### src/rtl/keypad_pkg.sv
// Shared definitions for the 4x4 active-low keypad emulator and its scanner:
// matrix size, key-code field layout, FSM state encoding and strobe helper.
package keypad_pkg;

  localparam int KEY_ROWS = 4;
  localparam int KEY_COLS = 4;

  // Key code layout: [3:2] row index, [1:0] column index.
  localparam int KEY_ROW_MSB = 3;
  localparam int KEY_ROW_LSB = 2;
  localparam int KEY_COL_MSB = 1;
  localparam int KEY_COL_LSB = 0;

  localparam logic [3:0] ALL_RELEASED = 4'b1111;

  typedef enum logic [1:0] {
    ST_IDLE   = 2'd0,
    ST_BOUNCE = 2'd1,
    ST_HOLD   = 2'd2,
    ST_GAP    = 2'd3
  } state_e;

  // Active-low one-hot code selecting line idx.
  function automatic logic [3:0] strobe_low(input logic [1:0] idx);
    return ~(4'b0001 << idx);
  endfunction

endpackage

### src/rtl/keypad_row_drive.sv
// Combinational row response: pulls the latched key's row low only while the
// contact is closed and the scanner strobes exactly that key's column.
module keypad_row_drive
  import keypad_pkg::*;
(
  input  logic [3:0]          key_i,
  input  logic                pressed_i,
  input  logic [KEY_COLS-1:0] col_i,
  output logic [KEY_ROWS-1:0] row_o
);

  // NOTE: every output of an always_comb gets a default first so no latch is inferred.
  always_comb begin
    row_o = ALL_RELEASED;
    // Exact compare means several low columns never match: no ghosting.
    if (pressed_i && (col_i == strobe_low(key_i[KEY_COL_MSB:KEY_COL_LSB]))) begin
      row_o = strobe_low(key_i[KEY_ROW_MSB:KEY_ROW_LSB]);
    end
  end

endmodule

### src/rtl/keypad_emulator.sv
// Scripted 4x4 keypad: accepts one key press request at a time and plays it
// back as optional bounce, a stable hold and a forced release gap.
module keypad_emulator
  import keypad_pkg::*;
#(
  parameter int HOLD_W        = 24,
  parameter int GAP_CYCLES    = 16,
  parameter int BOUNCE_PULSES = 0,
  parameter int BOUNCE_LEN    = 4
) (
  input  logic              clk,
  input  logic              rst,
  input  logic [3:0]        col,
  output logic [3:0]        row,
  input  logic              req_valid,
  input  logic [3:0]        req_key,
  input  logic [HOLD_W-1:0] req_hold,
  output logic              req_ready,
  output logic              pressed,
  output logic              done
);

  localparam int GAP_N  = (GAP_CYCLES < 1) ? 1 : GAP_CYCLES;
  localparam int BLEN_N = (BOUNCE_LEN < 1) ? 1 : BOUNCE_LEN;

  localparam logic [HOLD_W-1:0] GAP_LOAD   = HOLD_W'(GAP_N);
  localparam logic [HOLD_W-1:0] BLEN_LOAD  = HOLD_W'(BLEN_N);
  localparam logic [15:0]       PULSE_LOAD = 16'(BOUNCE_PULSES);

  state_e            state_q, state_d;
  logic [HOLD_W-1:0] cnt_q, cnt_d;
  logic [HOLD_W-1:0] hold_q, hold_d;
  logic [15:0]       pulse_q, pulse_d;
  logic              closed_q, closed_d;
  logic [3:0]        key_q, key_d;
  logic              done_q, done_d;

  // NOTE: sequential state uses non-blocking assignments only, so every register
  // samples the values from before the edge.
  always_ff @(posedge clk) begin
    if (rst) begin
      state_q  <= ST_IDLE;
      cnt_q    <= '0;
      hold_q   <= '0;
      pulse_q  <= '0;
      closed_q <= 1'b0;
      key_q    <= '0;
      done_q   <= 1'b0;
    end else begin
      state_q  <= state_d;
      cnt_q    <= cnt_d;
      hold_q   <= hold_d;
      pulse_q  <= pulse_d;
      closed_q <= closed_d;
      key_q    <= key_d;
      done_q   <= done_d;
    end
  end

  always_comb begin
    state_d  = state_q;
    cnt_d    = cnt_q;
    hold_d   = hold_q;
    pulse_d  = pulse_q;
    closed_d = closed_q;
    key_d    = key_q;
    done_d   = 1'b0;
    unique case (state_q)
      ST_IDLE: begin
        if (req_valid) begin
          key_d  = req_key;
          hold_d = (req_hold == '0) ? HOLD_W'(1) : req_hold;
          if (BOUNCE_PULSES > 0) begin
            state_d  = ST_BOUNCE;
            cnt_d    = BLEN_LOAD;
            pulse_d  = PULSE_LOAD;
            closed_d = 1'b1;
          end else begin
            state_d = ST_HOLD;
            cnt_d   = hold_d;
          end
        end
      end
      ST_BOUNCE: begin
        if (cnt_q != HOLD_W'(1)) begin
          cnt_d = cnt_q - 1'b1;
        end else if (closed_q) begin
          closed_d = 1'b0;
          cnt_d    = BLEN_LOAD;
        end else if (pulse_q == 16'd1) begin
          state_d = ST_HOLD;
          cnt_d   = hold_q;
        end else begin
          pulse_d  = pulse_q - 1'b1;
          closed_d = 1'b1;
          cnt_d    = BLEN_LOAD;
        end
      end
      ST_HOLD: begin
        if (cnt_q == HOLD_W'(1)) begin
          state_d = ST_GAP;
          cnt_d   = GAP_LOAD;
        end else begin
          cnt_d = cnt_q - 1'b1;
        end
      end
      ST_GAP: begin
        if (cnt_q == HOLD_W'(1)) begin
          state_d = ST_IDLE;
          cnt_d   = '0;
          done_d  = 1'b1;
        end else begin
          cnt_d = cnt_q - 1'b1;
        end
      end
      default: state_d = ST_IDLE;
    endcase
  end

  assign req_ready = (state_q == ST_IDLE);
  assign pressed   = (state_q == ST_HOLD) || ((state_q == ST_BOUNCE) && closed_q);
  assign done      = done_q;

  keypad_row_drive u_row_drive (
    .key_i     (key_q),
    .pressed_i (pressed),
    .col_i     (col),
    .row_o     (row)
  );

endmodule
### config.mk
export PLATFORM = sky130hd
export DESIGN_NAME = keypad_emulator
export DESIGN_NICKNAME = d
export VERILOG_FILES = /design/src/rtl/keypad_pkg.sv /design/src/rtl/keypad_row_drive.sv /design/src/rtl/keypad_emulator.sv
export SDC_FILE = /design/constraint.sdc
export NUM_CORES = 1
export LEC_CHECK = 0
export ABC_AREA = 1
export ABC_CLOCK_PERIOD_IN_PS = 2000
export CAP_MARGIN = 10
export CORE_MARGIN = 5
export CORE_UTILIZATION = 45
export DETAILED_ROUTE_END_ITERATION = 8
export PLACE_DENSITY = 0.63
export SYNTH_ARGS = -nofsm -noshare
export SYNTH_HDL_FRONTEND = slang
export SYNTH_HIERARCHICAL = 1
export SYNTH_SLANG_ARGS = --single-unit
export TNS_END_PERCENT = 20
### constraint.sdc
create_clock -name clk -period 2 [get_ports clk]
set_clock_uncertainty 0.2 [all_clocks]
set_input_delay 0.3 -clock clk [delete_from_list [all_inputs] [get_ports clk]]
set_output_delay 0.3 -clock clk [all_outputs]
set_load 0.01 [all_outputs]
Word-level counts from Yosys, hierarchy flattened
Index checks and enable logic that the tools add are counted.
- add/subtract/negate cells: 2
- shift-type cells: 2
- bitwise logic cells: 6
- multiplexer cells: 19
- reductions and logical operators: 10
- equal/unequal tests: 13
- operators by type and width (operator ; count):
    two-way mux 24 bit ; 7
    one-hot mux 24 bit (4 select lines) ; 1
    == test 24 x 1 -> 1 bit (second input constant) ; 1
    logical NOT 24 bit ; 1
    inequality test 24 x 1 -> 1 bit (second input constant) ; 1
    subtractor 24 x 1 -> 24 bit (second input constant) ; 1
    == test 16 x 1 -> 1 bit (second input constant) ; 1
    subtractor 16 x 1 -> 16 bit (second input constant) ; 1
    two-way mux 2 bit ; 6
    inequality test 2 bit (second input constant) ; 6
    inverter 4 bit ; 2
    one-hot mux 2 bit (4 select lines) ; 1
    left shift 1 x 2 -> 4 bit (first input constant) ; 2
    AND reduction 6 bit ; 1
    == test 2 bit (second input constant) ; 2
    == test 4 bit ; 1
    two-way mux 4 bit ; 1
    inverter 1 bit ; 4
    AND reduction 2 bit ; 2
    AND reduction 4 bit ; 1
    two-way mux 1 bit ; 3
    == test 2 x 1 -> 1 bit (second input constant) ; 1
    logical AND 1 bit ; 2
    logical NOT 2 bit ; 1
    2 further kinds ; 2
- register bits after elaboration: 72
- input bits: 35
- word-level logic and storage cells: 59

Logic depth before layout (Yosys ltp)
- word-level depth: 5
- gate-level depth with buffers: 11
- depth with buffers taken out: 11

By module
Netlist, hierarchy kept.
- by module, submodules not included (module ; sequential area each (um2) ; instances ; cells each ; area an instance (um2)):
    keypad_emulator ; 1441.4 ; 1 ; 675 ; 4259.1
    keypad_row_drive ; 0.0 ; 1 ; 28 ; 125.1

Worst setup path after synthesis
OpenSTA, ideal clock, no wires.
- path type: register to output
- start: reg state_q[1]
- end: out row[0]
- arrival time: 1.288 ns
- stages on the path, launching flop included: 6
- slack: 0.212 ns
- path through: dfxtp_1 inv_1 o21ai_0 nand2_1 a21oi_1 nand3_1
- cells in the longest elaborated chain, start to end: 5
- ends and longest elaborated chain (element ; RTL line ; RTL):
    from (decl) ; keypad_emulator.sv:30 ; state_e state_q, state_d;
    from (signal assigned) ; keypad_emulator.sv:50 ; state_q <= state_d;
    == test 2 x 1 -> 1 bit ; keypad_emulator.sv:121 ; assign pressed = (state_q == ST_HOLD) || ((state_q == ST_BOUNCE) && closed_q);
    logical AND 1 bit ; keypad_emulator.sv:121 ;
    logical OR 1 bit * ; keypad_emulator.sv:121 ;
    named net pressed ; keypad_emulator.sv:19 ; output logic pressed,
    logical AND 1 bit * ; keypad_row_drive.sv:16 ; if (pressed_i && (col_i == strobe_low(key_i[KEY_COL_MSB:KEY_COL_LSB]))) begin
    two-way mux 4 bit * ; keypad_row_drive.sv:16 ;
    to (decl) ; keypad_emulator.sv:14 ; output logic [3:0] row,
The timed path passes the listed nets; every way through them passes the cells marked *.

Worst setup path after layout
- start: reg state_q[0]
- end: out row[3]
- cells in the longest elaborated chain, start to end: 5
- ends and longest elaborated chain (element ; RTL line):
    == test 2 x 1 -> 1 bit ; keypad_emulator.sv:121
    logical AND 1 bit ; keypad_emulator.sv:121
    logical OR 1 bit * ; keypad_emulator.sv:121
    logical AND 1 bit * ; keypad_row_drive.sv:16
    two-way mux 4 bit * ; keypad_row_drive.sv:16
Every way passes the cells marked *; elsewhere a longest branch is shown, timed or not.

==> results_dict.tcl <==
set metrics [dict create \
    status "finished with violations" \
    violations "negative setup slack" \
    rr_worst_depth 10 \
    min_path_type "in2reg" \
    setup_viol_count_final 4 \
    crit_path_end "row[3]" \
    firstDrtPassIters 5 \
    crit_path_start "state_q[0]$_SDFFE_PP0P_" \
    synthesis.area_um2 4380 \
    setup_tns_ns -0.127 \
    finalMaxSlewViolations 0 \
    maxCapViolations 0 \
    p_leak_nw 2.43 \
    numCtsBuffers 9 \
    fin_util_pct 57.6 \
    cp_cell_sequence "inv_2 > nor2_4 > nand2_2 > o21ai_2 > nand2_1 > a21oi_2 > buf_4 > nand3_2 > buf_6" \
    ir_drop_mv 0.607 \
    cp-end-kind "primary output" \
    design.core.area_um2 9640 \
    routabilityCongestion 0.896 \
    dp_hpwl_um 8930 \
    root_buffer "clkbuf_8" \
    crit_path_max_incr_delay_ns 0.34 \
    avgSynthCellArea_um2 6.24 \
    pre_cts_slack_ns -0.240 \
    routedWlPerCell_um 13.9 \
    area_growth_pct 26.6 \
    overflow 0 \
    post-place-cells 883 \
    antenna_found_initial 0 \
    ioPinCount 42 \
    cp.required_ns 1.50 \
    num_vias 4765 \
    synth_area_leaders "dfxtp_1 (33%), nand2_1 (17%), nor2_1 (9.0%)" \
    die_h_um 109 \
    drc 0 \
    cts_tree "done" \
    insertion_delay_ns 0.36 \
    final_cell_mix "nand2_1 (188), nor2_1 (95), dfxtp_1 (68), a21oi_1 (67), nand3_1 (65)" \
    hold_viol 0 \
    die_area_um2 11800 \
    fmax_mhz 492 \
    cts.sinks 72 \
    track_usage_pct 21.7 \
    slowest_stage "dfxtp_2" \
    cts_buffer_depth 2 \
    antenna_cells 0 \
    rows 36 \
    worst_pin_slew_ns 0.497 \
    drtAntennaViolNets 0 \
    yosys_warnings 6 \
    arrival_ns 1.53 \
    whs_path_depth 2 \
    postSynth.asyncResetShare_pct 0 \
    initial_utilization_pct 45.5 \
    r2r_end "cnt_q[22]$_SDFFE_PP0N_" \
    layout_min_cycle_time_ns 2.03 \
    synth-seq-cells 72 \
    synth_cell_types 30 \
    cts.clk_slew.worst_paths_ns 0.08 \
    layout_commonest_cell "nand2_1" \
    cts_max_level 3 \
    rsz0062_at_grt "yes" \
    drt_iter0_drc 287 \
    crit_path_start_kind "flop" \
    worst_slack_ns -0.0337 \
    synth_area_leader_cell "dfxtp_1" \
    die_x_um 109 \
    layout.nets 811 \
    ys_seq_area_share_pct 32.9 \
    p_total_w 0.00767 \
    slew_headroom_pct 66.7 \
    timing.reg2reg.setup_slack_ns 0.08 \
    drive_gt1_share_pct 15.3 \
    reg2reg_from "cnt_q[17]$_SDFFE_PP0N_" \
    synth-edff-count 0 \
    syn-instance-count 703 \
    via_per_inst 5.24 \
    post-route-period-util_pct 102 \
    cp_max_fo 2 \
    synth.net_count 742 \
    synth-main-ff-cell "dfxtp_1" \
    worstSetupPathType "reg2out" \
    port_buffers 41 \
    grt_max_degree 50 \
    instances_no_fill 910 \
    routed_wl_um 12700 \
    synth_top_area_share_pct 32.9 \
    grt_pass1_vias 4302 \
    grt_pass1_wl_um 20400 \
    powerDensity_nw_per_um2 1380 \
]
routing by layer:
layer,share of wire [%],vias to the layer above,global-route usage [%],wire [µm]
li1,-,2417,-,-
met1,48,2217,30.5,6060
met2,45,122,34.5,5720
met3,6.0,9,3.37,763
met4,1.0,0,6.31,129
met5,0,-,0,0
sequential cells by signal (all words and copies together) (netlist names):
| name | count |
|---|---|
| cnt_q | 24 |
| hold_q | 24 |
| pulse_q | 16 |
| key_q | 4 |
| state_q | 2 |
| closed_q | 1 |
| done | 1 |
per-stage QoR:
stage / cell area (µm²) / hold slack, ns
5_1_grt: 5550 / 0.155
2_1_floorplan: 4380 / 0.245
3_3_place_gp: 5110 / 0.253
6_report: 5550 / 0.151
4_1_cts: 5340 / 0.136
3_5_place_dp: 5110 / 0.256
critical path: cells and delay by family (launching register included):
family	cells	cell delay (ns)
AOI/OAI and AO/OA	2	0.20
buffers and inverters	3	0.32
DFF	1	0.34
and+or+nand+nor	4	0.31
worst min path at each step:
stage / start / endpoint / slack [ns]
floorplan: hold_q[4]$_SDFFE_PP0P_ / hold_q[4]$_SDFFE_PP0P_ / 0.25
global placement: hold_q[0]$_SDFFE_PP0P_ / hold_q[0]$_SDFFE_PP0P_ / 0.25
detailed placement: hold_q[17]$_SDFFE_PP0P_ / hold_q[17]$_SDFFE_PP0P_ / 0.26
CTS: rst / closed_q$_SDFFE_PP0P_ / 0.14
global route: rst / closed_q$_SDFFE_PP0P_ / 0.16
finish: rst / closed_q$_SDFFE_PP0P_ / 0.15
area by class of cell:
type / count / area [µm²]
Fill cell: 992 / 4090
Multi-Input combinational cell: 538 / 2670
Sequential cell: 72 / 1450
Timing Repair Buffer: 86 / 820
Inverter: 65 / 244
Tap cell: 133 / 166
Clock buffer: 11 / 151
Clock inverter: 5 / 55.1
synth_stat cells, types with 5 or more instances:
cell	n
dfxtp_1	72
buf_2	5
clkbuf_1	16
nand4_1	25
nor2_1	105
nand2_1	193
xnor2_1	6
nor2_2	8
inv_1	60
nand3_1	68
xor2_1	10
o21ai_0	30
a21oi_1	70
cells by family (layout without fill, tap and decap cells):
group	after synthesis	in the layout	share of synthesized area [%]
simple gates	409	409	41.0
compound gates	109	109	12.8
fa+ha+maj	4	4	1.14
xor+xnor	16	16	3.20
flops	72	72	32.9
buf+inv	93	167	8.96
timing repair:
action,CTS,global route
pin swaps,1,10
gates cloned,0,1
hold buffers,0,0
buffers inserted,3,7
endpoints found under the setup margin,6,42
resized for setup,27,36
power by group:
group	total, W	switching (W)	internal (W)
Sequential	0.00211	0.000329	0.00178
Clock	0.00122	0.000582	0.000640
Combinational	0.00434	0.00268	0.00165
No activity file was read; power rests on OpenSTA's default activity.
